[src/rtl/reg_write_arbiter.sv]
// Register-file write-port owner: clears every register after reset, then
// shares the port round-robin between an ALU requester (A) and a load requester (B).
module reg_write_arbiter #(
  parameter int unsigned DATA_W   = 8,
  parameter int unsigned ADDR_W   = 3,
  parameter int unsigned NUM_REGS = 8,
  parameter int unsigned CNT_W    = 8
) (
  input  logic              clock,
  input  logic              reset,
  input  logic              a_valid,
  output logic              a_ready,
  input  logic [ADDR_W-1:0] a_addr,
  input  logic [DATA_W-1:0] a_data,
  input  logic              b_valid,
  output logic              b_ready,
  input  logic [ADDR_W-1:0] b_addr,
  input  logic [DATA_W-1:0] b_data,
  output logic              EscReg,
  output logic [ADDR_W-1:0] RegEsc,
  output logic [DATA_W-1:0] DadoEscr,
  output logic              init_done,
  output logic              last_grant,
  output logic [CNT_W-1:0]  conflict_cnt
);

  typedef enum logic {StInit, StRun} state_e;

  state_e              state_q, state_d;
  logic [ADDR_W-1:0]   init_cnt_q, init_cnt_d;
  logic                prio_q, prio_d;  // 0 = A has priority, 1 = B
  logic                esc_q, esc_d;
  logic [ADDR_W-1:0]   reg_q, reg_d;
  logic [DATA_W-1:0]   dado_q, dado_d;
  logic                init_done_q, init_done_d;
  logic                last_grant_q, last_grant_d;
  logic [CNT_W-1:0]    conflict_q, conflict_d;

  always_comb begin
    a_ready = 1'b0;
    b_ready = 1'b0;
    if (state_q == StRun) begin
      if (a_valid && (!b_valid || !prio_q)) begin
        a_ready = 1'b1;
      end else if (b_valid) begin
        b_ready = 1'b1;
      end
    end
  end

  always_comb begin
    state_d      = state_q;
    init_cnt_d   = init_cnt_q;
    prio_d       = prio_q;
    esc_d        = 1'b0;
    reg_d        = reg_q;
    dado_d       = dado_q;
    init_done_d  = init_done_q;
    last_grant_d = last_grant_q;
    conflict_d   = conflict_q;
    unique case (state_q)
      StInit: begin
        esc_d      = 1'b1;
        reg_d      = init_cnt_q;
        dado_d     = '0;
        init_cnt_d = init_cnt_q + ADDR_W'(1);
        if (init_cnt_q == ADDR_W'(NUM_REGS - 1)) begin
          state_d     = StRun;
          init_done_d = 1'b1;
        end
      end
      StRun: begin
        if (a_ready) begin
          esc_d        = 1'b1;
          reg_d        = a_addr;
          dado_d       = a_data;
          last_grant_d = 1'b0;
          prio_d       = 1'b1;
        end else if (b_ready) begin
          esc_d        = 1'b1;
          reg_d        = b_addr;
          dado_d       = b_data;
          last_grant_d = 1'b1;
          prio_d       = 1'b0;
        end
        // Saturate rather than wrap so a long contention run stays visible.
        if (a_valid && b_valid && (conflict_q != '1)) begin
          conflict_d = conflict_q + CNT_W'(1);
        end
      end
      default: state_d = StInit;
    endcase
  end

  always_ff @(posedge clock or negedge reset) begin
    if (!reset) begin
      state_q      <= StInit;
      init_cnt_q   <= '0;
      prio_q       <= 1'b0;
      esc_q        <= 1'b0;
      reg_q        <= '0;
      dado_q       <= '0;
      init_done_q  <= 1'b0;
      last_grant_q <= 1'b0;
      conflict_q   <= '0;
    end else begin
      state_q      <= state_d;
      init_cnt_q   <= init_cnt_d;
      prio_q       <= prio_d;
      esc_q        <= esc_d;
      reg_q        <= reg_d;
      dado_q       <= dado_d;
      init_done_q  <= init_done_d;
      last_grant_q <= last_grant_d;
      conflict_q   <= conflict_d;
    end
  end

  assign EscReg       = esc_q;
  assign RegEsc       = reg_q;
  assign DadoEscr     = dado_q;
  assign init_done    = init_done_q;
  assign last_grant   = last_grant_q;
  assign conflict_cnt = conflict_q;

endmodule

[config.mk]
export PLATFORM = sky130hd
export DESIGN_NAME = reg_write_arbiter
export DESIGN_NICKNAME = d
export VERILOG_FILES = /design/src/rtl/reg_write_arbiter.sv
export SDC_FILE = /design/constraint.sdc
export NUM_CORES = 1
export LEC_CHECK = 0
export CAP_MARGIN = 10
export CORE_ASPECT_RATIO = 1.5
export CORE_UTILIZATION = 48
export DETAILED_ROUTE_END_ITERATION = 10
export GPL_ROUTABILITY_DRIVEN = 0
export HOLD_SLACK_MARGIN = 0.08
export PLACE_DENSITY = 0.89
export SLEW_MARGIN = 20
export SYNTH_ARGS = -nofsm -noshare
export SYNTH_HDL_FRONTEND = slang
export SYNTH_SLANG_ARGS = --single-unit
export TNS_END_PERCENT = 50
[constraint.sdc]
create_clock -name clock -period 3.15 [get_ports clock]
set_clock_uncertainty 0.2 [all_clocks]
set_input_delay 0.63 -clock clock [delete_from_list [all_inputs] [get_ports clock]]
set_output_delay 0.63 -clock clock [all_outputs]
set_load 0.02 [all_outputs]
==> summary.txt <==
Yosys
  • Synth Area in Compound Gates: 17.68%
  • Seq/Total Area, Yosys: 48.21%
  • Synth async-reset ratio: 100.0%
  • Post-synthesis instance area: 1401 sq um
  • Adder-cell share of the synthesized area: 2.679%
  • Cells after synthesis: 119
  • Number of synthesized flops with an enable pin: 0
  • Cell variety after synth: 41
  • Multiplexer share of the synthesized area: 10.45%
  • Main combinational cell family by area after synthesis: compound AO/OA/AOI/OAI gates
  • Yosys Warn Count: 0
  • Number of synthesized register bits: 27
  • Post-Syn Nets: 148
  • Main synth FF type: dfrtp_1
  • Post-Syn Area per Cell: 11.78 sq um
  • Synth Area in XOR/XNOR: 3.125%
  • Simple-Gate Fraction of Synth Area: 13.84%

Critical path
  • CP arrival: 2.11 ns
  • Startpoint class of the critical path: input port
  • WP data required: 2.32 ns
  • Type of the worst setup path: in -> out
  • CP endpoint kind: primary output
  • Crit-path max FO: 4
  • Reg-to-reg slack, setup: 1.27 ns
  • Reg2reg path depth: 4

Cells and area
  • # fillers: 197
  • Area growth from synthesis to layout: 42.86%
  • Multi-input logic area: 669.4 sq um
  • Diodes inserted: 0
  • Nets: 204
  • Post-Layout Cell Count: 211
  • Final core utilization: 73.23%
  • Layout cells sized above 1: 18.97%
  • Design Area, Final: 2002 sq um
  • Total area of sequential cells: 675.6 sq um

Pwr
  • Max VDD drop: 0.2934 mV
  • Power Density: 517.9 nW/um^2
  • Leakage: 0.8569 nW
  • Power Total: 1.037 mW

Clock tree
  • # clock sinks: 27
  • Cts hold-fix bufs: 0
  • Root Driver: clkbuf_8
  • Clock transition at path regs: 0.10 ns
  • Worst-Skew Late Latency: 0.28 ns
  • CTS Buffer Depth: 2
  • Setup Fix Bufs, Post-CTS: 0
  • TritonCTS clock tree: done
  • CTS Buf Count: 3
  • Resize count post-CTS: 0
  • H-tree depth: 1

Placement
  • Area post-placement: 1953 sq um
  • Placed Instances: 207
  • Place WS: 0.2532 ns
  • Input/output buffers: 49
  • HPWL after DPL: 2578 um

Global route
  • Antenna violations before repair: 0
  • Largest net degree at the start of global routing: 28
  • Vias in the first global route: 1153
  • Grt ovf: 0
  • Total GRT Usage: 23.48%
  • First-pass GRT wire length: 5244 um

Drt
  • Antenna Violating Nets Remaining: 0
  • Routed vias/inst: 5.521
  • Drt first pass iters: 4
  • DRT iter0 DRCs: 51
  • Avg WL per Cell: 15.87 um
  • Drc violations: 0
  • Via count: 1165
  • Routed WL: 3349 um

Hold path
  • Hold path cells: 1
  • Worst min-delay path class: reg -> reg

Die
  • Die area: 3144 sq um
  • IO Count: 50
  • Die height: 68.18 um
  • Standard-cell rows: 23
  • Initial Util: 51.26%
  • Core ar.: 2734 sq um
  • Die W: 46.12 um

STA
  • RSZ-0062 raised after global routing: no
  • Least-Margin Pin Slew: 0.5712 ns
  • Relative slew slack: 61.88%
  • Slew Viols, Final: 0
  • Maximum clock rate: 339.7 MHz
  • Setup ws final: 0.2066 ns
  • Hold Fails Final Rpt: 0
  • Fin crit period: 2.943 ns
  • Final Cycle Share: 93.44%
  • Endpoints failing setup: 0
  • WHS: 0.2798 ns
  • Setup TNS: 0 ns

Outcome
  • Outcome: complete, no violations

Job
  • Max-cap violation count: 0
## cells by family (layout without fill, tap and decap cells)
logic type / Yosys count / in the layout
flip-flops: 27 / 27
AND/OR/NAND/NOR: 35 / 35
buffers and inverters: 9 / 64
AO/OA/AOI/OAI: 26 / 26
XOR/XNOR: 5 / 5
multiplexers: 14 / 14
adder cells (fa/ha/maj): 3 / 3
## layout make-up
type | count | area share (%)
clock buffers | 3 | 2.063
clock inverters | 1 | 0.3750
inverters | 3 | 0.5625
multi-input cells | 83 | 33.44
flip-flops and latches | 27 | 33.75
well taps | 37 | 2.313
repair buffers | 57 | 27.50
## worst paths after layout
check / start / endpoint
max: a_valid / a_ready
min: init_done$_DFFE_PN0P_ / init_done$_DFFE_PN0P_
max reg2reg: conflict_cnt[0]$_DFFE_PN0P_ / conflict_cnt[1]$_DFFE_PN0P_
min reg2reg: init_done$_DFFE_PN0P_ / init_done$_DFFE_PN0P_
max in group asynchronous: reset / DadoEscr[7]$_DFFE_PN0P_
min in group asynchronous: reset / init_cnt_q[2]$_DFFE_PN0N_
## per-layer routing
layer / vias to the layer above / routed length, um / global-route usage [%]
met3: 6 / 112 / 3.958
met4: 0 / 81 / 11.76
li1: 551 / - / -
met5: - / 0 / 0
met2: 38 / 1918 / 42.43
met1: 570 / 1237 / 25.17
## sequential cells by signal, summed over array words and instances (netlist names)
register	cells
RegEsc	3
init_done	1
init_cnt_q	3
EscReg	1
last_grant	1
conflict_cnt	8
DadoEscr	8
state_q	1
prio_q	1
## placed cells by master (no fill, tap or decap), drive strengths merged, types with 2 or more instances in the layout
cell type and instances:
a22oi 2, and2 2, and3 3, buf 8, clkbuf 3, clkdlybuf4s50 49, dfrtp 27, ha 3
inv 3, mux2 5, mux2i 9, nand2 7, nand3 10, nand4 3, nor2 3, nor2b 2
o211ai 2, o21ai 4, o31ai 7, xnor2 4
## cells in the mapped netlist (2+ instances only)
cell | count | area [sq um]
mux2i_1 | 9 | 90.09
nand4_1 | 3 | 18.77
and3_1 | 3 | 18.77
xnor2_1 | 4 | 35.03
dfrtp_1 | 27 | 675.7
and2_4 | 2 | 17.52
nor2_1 | 3 | 11.26
a22oi_1 | 2 | 15.01
mux2_2 | 5 | 56.30
nand2_1 | 6 | 22.52
o21ai_0 | 3 | 15.01
nand3_1 | 9 | 45.04
ha_1 | 3 | 37.54
buf_2 | 3 | 15.01
inv_1 | 3 | 11.26
o211ai_1 | 2 | 15.01
buf_6 | 2 | 22.52
nor2b_1 | 2 | 12.51
o31ai_2 | 6 | 75.07
## where the power goes
part	internal, mW	switching, mW
logic	0.194	0.175
registers	0.401	0.0635
clock network	0.0898	0.114
## critical path, cell delays in order
cell and delay [ns]:
clkdlybuf4s50_1 0.53, and2_4 0.17, and2_4 0.14, clkdlybuf4s50_1 0.65
No activity file was read; power rests on OpenSTA's default activity.
